### config.mk
export PLATFORM = sky130hd
export DESIGN_NAME = sipo_frame_rx
export DESIGN_NICKNAME = d
export VERILOG_FILES = /design/src/rtl/sipo_frame_rx.sv
export SDC_FILE = /design/constraint.sdc
export NUM_CORES = 1
export LEC_CHECK = 0
export CELL_PAD_IN_SITES_DETAIL_PLACEMENT = 1
export CELL_PAD_IN_SITES_GLOBAL_PLACEMENT = 1
export CORE_ASPECT_RATIO = 0.9
export CORE_MARGIN = 1
export CORE_UTILIZATION = 35
export DETAILED_ROUTE_END_ITERATION = 8
export PLACE_DENSITY = 0.69
export SLEW_MARGIN = 20
export SYNTH_ARGS = -nofsm -noshare
export SYNTH_HDL_FRONTEND = slang
export SYNTH_SLANG_ARGS = --single-unit
### constraint.sdc
create_clock -name clk -period 1.38 [get_ports clk]
set_clock_uncertainty 0.05 [all_clocks]
set_input_delay 0.276 -clock clk [delete_from_list [all_inputs] [get_ports clk]]
set_output_delay 0.276 -clock clk [all_outputs]
set_load 0.02 [all_outputs]
### src/rtl/sipo_frame_rx.sv
// rtl/sipo_frame_rx.sv - serial frame receiver with start/stop framing and a one-word output buffer
module sipo_frame_rx #(
    parameter int N         = 8,
    parameter int MSB_FIRST = 0
) (
    input  logic         clk,
    input  logic         rst_n,
    input  logic         bit_en,
    input  logic         sin,
    output logic [N-1:0] dout,
    output logic         dout_valid,
    input  logic         dout_ready,
    output logic         frm_err,
    output logic         ovr_err,
    output logic         busy
);

    localparam int CW = (N > 1) ? $clog2(N) : 1;
    localparam logic [CW-1:0] LAST = CW'(N - 1);

    typedef enum logic [1:0] {
        IDLE = 2'd0,
        DATA = 2'd1,
        STOP = 2'd2
    } state_t;

    state_t         state;
    state_t         state_next;
    logic [CW-1:0]  cnt;
    logic [N-1:0]   sh;

    logic cnt_clr;
    logic shift;
    logic good_stop;
    logic bad_stop;
    logic load;
    logic overrun;
    logic drain;

    always_comb begin
        state_next = state;
        cnt_clr    = 1'b0;
        shift      = 1'b0;
        good_stop  = 1'b0;
        bad_stop   = 1'b0;
        case (state)
            IDLE: begin
                if (bit_en && !sin) begin
                    state_next = DATA;
                    cnt_clr    = 1'b1;
                end
            end
            DATA: begin
                if (bit_en) begin
                    shift = 1'b1;
                    if (cnt == LAST) begin
                        state_next = STOP;
                    end
                end
            end
            STOP: begin
                if (bit_en) begin
                    state_next = IDLE;
                    good_stop  = sin;
                    bad_stop   = !sin;
                end
            end
            default: state_next = IDLE;
        endcase
    end

    // A good frame may load on the very edge the consumer drains the old word.
    assign drain   = dout_valid && dout_ready;
    assign load    = good_stop && (!dout_valid || dout_ready);
    assign overrun = good_stop && dout_valid && !dout_ready;

    always_ff @(posedge clk) begin
        if (!rst_n) begin
            state      <= IDLE;
            cnt        <= '0;
            sh         <= '0;
            dout       <= '0;
            dout_valid <= 1'b0;
            frm_err    <= 1'b0;
            ovr_err    <= 1'b0;
        end else begin
            state   <= state_next;
            frm_err <= bad_stop;
            ovr_err <= overrun;

            if (cnt_clr) begin
                cnt <= '0;
            end else if (shift && cnt != LAST) begin
                cnt <= cnt + 1'b1;
            end

            if (shift) begin
                if (MSB_FIRST != 0) begin
                    sh <= {sh[N-2:0], sin};
                end else begin
                    sh <= {sin, sh[N-1:1]};
                end
            end

            if (load) begin
                dout       <= sh;
                dout_valid <= 1'b1;
            end else if (drain) begin
                dout_valid <= 1'b0;
            end
        end
    end

    assign busy = (state != IDLE);

endmodule

After elaboration in Yosys (flattened, before gate mapping)
Index checks and enable logic that the tools add are counted.

Output and inout port bits: 12. Latch bits: 0. RAM bits: 0. Memory bits (read-only): 0. Bits of input ports: 5. Memories: 0. Register bits: 24. Word-level logic and storage cells: 46.

Reductions and logical operators: 16. $add $sub $neg: 1. Bitwise logic cells: 1. Multiply operators: 0. Order comparisons: 0. Multiplexer cells: 13. Shift operators: 0. Div/mod/pow operators: 0. Equal/unequal tests: 8.

Operators by type and width (number): $mux 1 (8); $mux 2 (4); $ne 2x2->1 const B (4); $logic_and 1x1->1 (6); $pmux 2 s3 (1); $reduce_and 4->1 (1); $reduce_bool 2->1 (2); $add 3x1->3 const B (1); $eq 3x3->1 const B (1); $logic_not 1->1 (3); $ne 3x3->1 const B (1); $reduce_and 3->1 (1); $eq 2x1->1 const B (1); $eq 2x2->1 const B (1); $logic_not 2->1 (1); $reduce_or 2->1 (1); $logic_or 1x1->1 (1); $not 1->1 (1).

Logic depth before layout (Yosys ltp)
Gate-level depths: netlist (run 1).

Word-level depth: 5. Gate-level depth with buffers: 5. Gate-level depth less buffers: 5.

Worst setup path before layout (run 1)
OpenSTA, ideal clock, no wires.

Kind: reg2reg. From: register cnt[0]. To: register cnt[0]. Arrival: 1178 ps. Period minus slack after synthesis: 1362 ps. Path buffers: 0. Slack: 18 ps. Library setup time: 135 ps. Stages on the path, launching flop included: 6. Required time: 1195 ps. Cell sequence: dfxtp_1 -> ha_1 -> ha_1 -> and4bb_2 -> xnor2_1 -> nor2_1.

Longest elaborated chain between the ends: 2. Elaborated cells between the ends (all ways): 3. Classes of those cells: add/sub (1); eq/ne (1); reduce/logical (1).

RTL lines: start: declaration (RTL line 29) `logic [CW-1:0] cnt;`; start signal: assignment (RTL line 94) `cnt <= cnt + 1'b1;`; branches (longest 2 deep; another with $add 3x1->3).

Several ways; the timed one is not identified. A chain may end at the register's enable or synchronous reset.

Worst setup path in the final report (run 1)
From: input sin. To: register dout[2].

Longest elaborated chain between the ends: 3.

RTL lines: start: declaration (RTL line 9) `input logic sin,`; $mux 1 (RTL line 62) `if (bit_en) begin`; $mux 1 (RTL line 46) `case (state)`; $logic_and 1x1->1 (RTL line 74) `assign load = good_stop && (!dout_valid || dout_ready);`; end signal: assignment (RTL line 106) `dout <= sh;`; end: declaration (RTL line 10) `output logic [N-1:0] dout,`.

Every way passes these cells.

==> results.json, run 1 <==
{
  "r2r_cells": 5,
  "end_kind": "flip-flop",
  "synth_xor_area_frac": 0.00868,
  "worstSetupPathType": "primary input to flip-flop",
  "grt_util_all_layers": 0.151,
  "ant_nets": 0,
  "drc": 0,
  "crit_family": "buffers and inverters",
  "leakage_nw": 0.575,
  "dp_hpwl_mm": 1.36,
  "synth-compound-area-share": 0.0484,
  "drive_gt1_frac": 0.222,
  "place_ws_ns": -0.347,
  "fin_nets": 134,
  "syn_nets": 107,
  "crit_cells": 4,
  "slew_viol_final": 0,
  "area_growth_syn_to_layout_pct": 37.3,
  "dr_total_vias": 770,
  "synthMuxAreaShare": 0.159,
  "start_kind": "primary input",
  "drtIter0Drc": 12,
  "grt_pass1_vias": 779,
  "max_stage_delay_ns": 0.61,
  "clk_path_buf_depth": 2,
  "worstPathCellList": "clkdlybuf4s50_1, nand4b_4, nor2_8, mux2i_1",
  "die_h_um": 52.9,
  "design_area_um2": 1390,
  "path_buf_inv": 1,
  "place_congestion": 0.677,
  "min_path_type": "flip-flop to flip-flop",
  "htree_levels": 1,
  "hold_depth": 2,
  "synth_cell_types": 24,
  "fill_cells": 321,
  "power_density_nw_per_um2": 945,
  "die_area_um2": 3100,
  "antenna_found_initial": 0,
  "cts_tree": "yes",
  "arrival_ns": 1.54,
  "rsz0062_at_grt": "true",
  "rows": 18,
  "worstMarginPinSlew_ns": 0.292,
  "grt_overflow": 0,
  "cts.sinks": 24,
  "place_area_um2": 1280,
  "post_synth_instance_area_um2": 1010,
  "fin_crit_sh": 0.973,
  "maxSlewHeadroom": 0.803,
  "n_antenna_cell": 0,
  "power.total_mw": 1.31,
  "root_buffer": "clkbuf_4",
  "maxCapViolations": 0,
  "synth_cells": 100,
  "routed_wl_mm": 1.97,
  "syn_area_per_cell_um2": 10.1,
  "place_inst": 160,
  "cp.required_ns": 1.58,
  "fin_crit_ns": 1.34,
  "die_x_um": 58.6,
  "status": "finished, final reports clean",
  "ys_ff_latch": 24,
  "cts.clk_slew.worst_paths_ns": 0.13,
  "final_hold_viol_count": 0,
  "final_cell_count_no_fill": 166,
  "synth.yosys.seq_area_share": 0.476,
  "synth-simple-area-share": 0.252,
  "grt_pass1_wl_mm": 3.43,
  "cts_made_buffers": 3,
  "worst_path_max_delay_cell": "clkdlybuf4s50_1",
  "peakVddDrop_mv": 0.520,
  "hold_ws_ns": 0.419,
  "portBuffers": 16,
  "setup_viol_count_final": 0,
  "layout_setup_ws_ns": 0.0376,
  "num_io_pins": 17,
  "start_util": 0.367,
  "grt_max_degree": 28,
  "synth_top_family_by_area": "simple AND/OR/NAND/NOR gates",
  "synth_warnings": 0,
  "coreArea_um2": 2750,
  "crit_path_max_fanout": 8,
  "synth_fa_ha_area_frac": 0.0248,
  "fmax_ghz": 0.745,
  "insertion_delay_ns": 0.31,
  "via_per_inst": 4.64,
  "avgRoutedWirePerCell_um": 11.9,
  "first_pass_iters": 2
}
## area by class of cell
type                    instances  area [µm²]  share of cell area
clock buffers                   3        22.5              0.0163
clock inverters                 1        30.0              0.0217
inverters                       1        3.75             0.00271
multi-input cells              70         532               0.384
flip-flops and latches         24         485               0.350
well taps                      40        50.0              0.0361
repair buffers                 27         262               0.189
## tightest hold or removal path: stages (launching register included)
cell     delay [ns]
dfxtp_1        0.34
nand2_1        0.05
mux2i_1        0.05
## synthesized netlist by cell type
| cell | number | area [µm²] |
|---|---|---|
| and3_2 | 1 | 7.51 |
| nor2_1 | 3 | 11.3 |
| nand2_1 | 21 | 78.8 |
| nand2b_1 | 1 | 6.26 |
| buf_2 | 1 | 5.00 |
| buf_6 | 1 | 11.3 |
| nand4b_4 | 1 | 23.8 |
| o41ai_1 | 1 | 8.76 |
| a21oi_1 | 3 | 15.0 |
| nand3b_1 | 1 | 7.51 |
| ha_1 | 2 | 25.0 |
| o21ai_0 | 2 | 10.0 |
| nor3b_1 | 2 | 15.0 |
| dfxtp_1 | 24 | 480 |
| a21boi_0 | 2 | 15.0 |
| nor2_8 | 1 | 20.0 |
| clkbuf_1 | 3 | 11.3 |
| mux2i_1 | 16 | 160 |
| nand4b_1 | 1 | 8.76 |
| xnor2_1 | 1 | 8.76 |
| and4bb_2 | 1 | 12.5 |
| or2_2 | 1 | 6.26 |
| inv_1 | 1 | 3.75 |
| nor2b_1 | 9 | 56.3 |
## layout by cell type (no fill, tap or decap)
cell / instances
a21boi_0: 2
a21oi_1: 3
and3_2: 1
and4bb_2: 1
buf_12: 2
buf_4: 9
buf_6: 1
bufinv_16: 1
clkbuf_4: 3
clkdlybuf4s15_1: 6
clkdlybuf4s50_1: 3
dfxtp_1: 20
dfxtp_2: 4
dlygate4sd2_1: 6
ha_4: 2
inv_1: 1
mux2i_1: 16
nand2_1: 21
nand2b_1: 1
nand3b_1: 1
nand4b_1: 1
nand4b_4: 1
nor2_1: 3
nor2_8: 1
nor2b_1: 9
nor3b_1: 2
o21ai_0: 2
o41ai_1: 1
or2_4: 1
xnor2_2: 1
## metrics by stage
step,utilization,TNS [ns]
6_report,0.504,0
5_1_grt,0.504,-0.0204
4_1_cts,0.483,-0.0457
3_5_place_dp,0.467,-6.64
3_3_place_gp,0.467,-5.71
2_1_floorplan,-,0
## where the power goes
part           total [mW]  switching [mW]  internal, mW  leakage [nW]
registers           0.701         0.00324         0.698         0.195
logic               0.102          0.0460        0.0558         0.351
clock network       0.505           0.212         0.293        0.0279
## repair_timing
action	in CTS	in global routing
endpoints found under the setup margin	15	13
gates resized for setup	18	16
setup buffers	1	1
hold buffers	0	0
pin swaps	2	4
## sequential cells by signal, summed over array words and instances (netlist names)
name	count
dout_valid	1
frm_err	1
cnt	3
dout	8
state	2
ovr_err	1
sh	8
## layer usage
layer	vias to the layer above	track usage	wire length, µm
li1	391	-	-
met1	361	0.188	958
met2	14	0.249	902
met3	4	0.0244	77
met4	0	0.0833	33
met5	-	0	0
## path summary, 6_finish.rpt
kind / from / end / slack (ns)
worst max-delay path: sin / dout[2] / 0.04
worst max register to register: cnt[0] / cnt[0] / 0.04
worst min register to register: dout[3] / dout[3] / 0.42
worst min-delay path: dout[3] / dout[3] / 0.42
## kinds of logic after synthesis
logic type	count (synthesis)
multiplexers	16
AND/OR/NAND/NOR	43
adder cells (fa/ha/maj)	2
buffers and inverters	6
flip-flops	24
XOR/XNOR	1
AO/OA/AOI/OAI	8
No activity file was read; power rests on OpenSTA's default activity.
==> run 2: changes to the inputs <==
--- a/config.mk
+++ b/config.mk
@@ -11,7 +11,7 @@
 export CORE_MARGIN = 1
 export CORE_UTILIZATION = 35
 export DETAILED_ROUTE_END_ITERATION = 8
-export PLACE_DENSITY = 0.69
+export PLACE_DENSITY = 0.76
 export SLEW_MARGIN = 20
 export SYNTH_ARGS = -nofsm -noshare
 export SYNTH_HDL_FRONTEND = slang
==> results.json, run 2 (same netlist as run 1, synthesis figures left out) <==
{
  "final_hold_viol_count": 0,
  "die_area_um2": 3100,
  "routed_wl_mm": 2.09,
  "avgRoutedWirePerCell_um": 12.7,
  "status": "finished with violations",
  "cts.sinks": 24,
  "slew_viol_final": 0,
  "die_h_um": 52.9,
  "htree_levels": 1,
  "rsz0062_at_grt": "true",
  "design_area_um2": 1380,
  "insertion_delay_ns": 0.31,
  "drtIter0Drc": 17,
  "wl_met2_um": 966,
  "start_kind": "primary input",
  "cts_made_buffers": 3,
  "grt_max_degree": 28,
  "maxCapViolations": 0,
  "drc": 1,
  "antenna_found_initial": 0,
  "rows": 18,
  "place_congestion": 0.725,
  "min_path_type": "flip-flop to flip-flop",
  "fin_setup_tns_ns": 0,
  "worstSetupPathType": "primary input to flip-flop",
  "wl_met1_mm": 1.06,
  "top_layer": "met4",
  "grt_overflow": 0,
  "peakVddDrop_mv": 0.513,
  "via_per_inst": 4.63,
  "violations": "DRC",
  "ant_nets": 0,
  "end_kind": "flip-flop",
  "layout_commonest_cell": "dfxtp_1",
  "layout_common_cells": "21 x dfxtp_1, 19 x nand2_1, 16 x mux2i_1, 9 x nor2b_1, 9 x buf_4",
  "grt_util_all_layers": 0.138,
  "fmax_ghz": 0.737,
  "coreArea_um2": 2750,
  "cts.clk_slew.worst_paths_ns": 0.14,
  "fin_crit_ns": 1.36,
  "final_cell_count_no_fill": 165,
  "root_buffer": "clkbuf_4",
  "fill_cells": 316,
  "drive_gt1_frac": 0.248,
  "cp.required_ns": 1.57,
  "leakage_nw": 0.557,
  "place_inst": 161,
  "grt_pass1_vias": 663,
  "portBuffers": 16,
  "grt_pass1_wl_mm": 3.14,
  "fin_nets": 133,
  "cts_tree": "yes",
  "routed-wl-met3_um": 53,
  "fin_util": 0.501,
  "power_density_nw_per_um2": 954,
  "maxSlewHeadroom": 0.715,
  "dp_hpwl_mm": 1.49,
  "worstMarginPinSlew_ns": 0.427,
  "start_util": 0.367,
  "die_x_um": 58.6,
  "top_regs": "dout: 8 flops, sh: 8 flops, cnt: 3 flops",
  "crit_path_max_fanout": 8,
  "dr_total_vias": 764,
  "setup_viol_count_final": 0,
  "first_pass_iters": 6,
  "area_growth_syn_to_layout_pct": 36.6,
  "place_area_um2": 1280,
  "clk_path_buf_depth": 2,
  "num_io_pins": 17,
  "fin_crit_sh": 0.983,
  "n_antenna_cell": 0,
  "arrival_ns": 1.55
}
==> run 2: cell types whose count changed in the layout (fill, tap and decap cells not counted) <==
cell and delta:
nand2_2 +2, a21oi_1 -2, clkbuf_2 +1, and4bb_4 +1, nand2_1 -2, dlygate4sd2_1 -2
and4bb_2 -1, buf_12 -1, clkdlybuf4s15_1 +1, dfxtp_1 +1, a21oi_2 +2, dfxtp_2 -1
==> run 2: worst paths after layout <==
path	from	end	slack [ns]	cells past startpoint
worst min register to register	dout[4]	dout[4]	0.42	2
worst min-delay path	dout[4]	dout[4]	0.42	2
worst max-delay path	sin	dout[0]	0.02	4
worst max register to register	cnt[1]	cnt[0]	0.02	5
==> run 2: worst max-delay path: stages <==
cell and delay, ns:
clkdlybuf4s50_1 0.61, nand4b_4 0.17, nor2_8 0.24, mux2i_1 0.25
==> run 2: routing by layer <==
| metal | track usage | vias up |
|---|---|---|
| li1 | - | 385 |
| met1 | 0.190 | 367 |
| met2 | 0.207 | 10 |
| met3 | 0.0440 | 2 |
| met4 | 0.0357 | 0 |
| met5 | 0 | - |
==> run 2: per-stage QoR <==
step	setup WS (ns)	hold slack (ns)	power, mW
5_1_grt	-0.0146	0.442	1.36
2_1_floorplan	0.0175	0.388	0.764
4_1_cts	-0.0424	0.423	1.31
3_5_place_dp	-0.341	0.399	0.809
6_report	0.0228	0.423	1.31
3_3_place_gp	-0.256	0.399	0.806
==> run 2: timing repair <==
action / in CTS / in global routing
buffers inserted: 0 / 0
pin swaps: 2 / 8
hold buffers: 0 / 0
gates resized for setup: 20 / 21
endpoints found under the setup margin: 15 / 12
gates cloned: 0 / 0
==> run 2: where the power goes <==
group	switching, mW	internal, mW
sequential	0.00354	0.698
combinational	0.0476	0.0536
clock	0.218	0.294
total	0.269	1.04
==> run 2: cell type report <==
| type | instances | area [µm²] | area share |
|---|---|---|---|
| well taps | 40 | 50.0 | 0.0363 |
| multi-input cells | 70 | 548 | 0.398 |
| clock inverters | 1 | 30.0 | 0.0218 |
| inverters | 1 | 3.75 | 0.00272 |
| repair buffers | 26 | 239 | 0.173 |
| flip-flops and latches | 24 | 484 | 0.351 |
| clock buffers | 3 | 22.5 | 0.0163 |
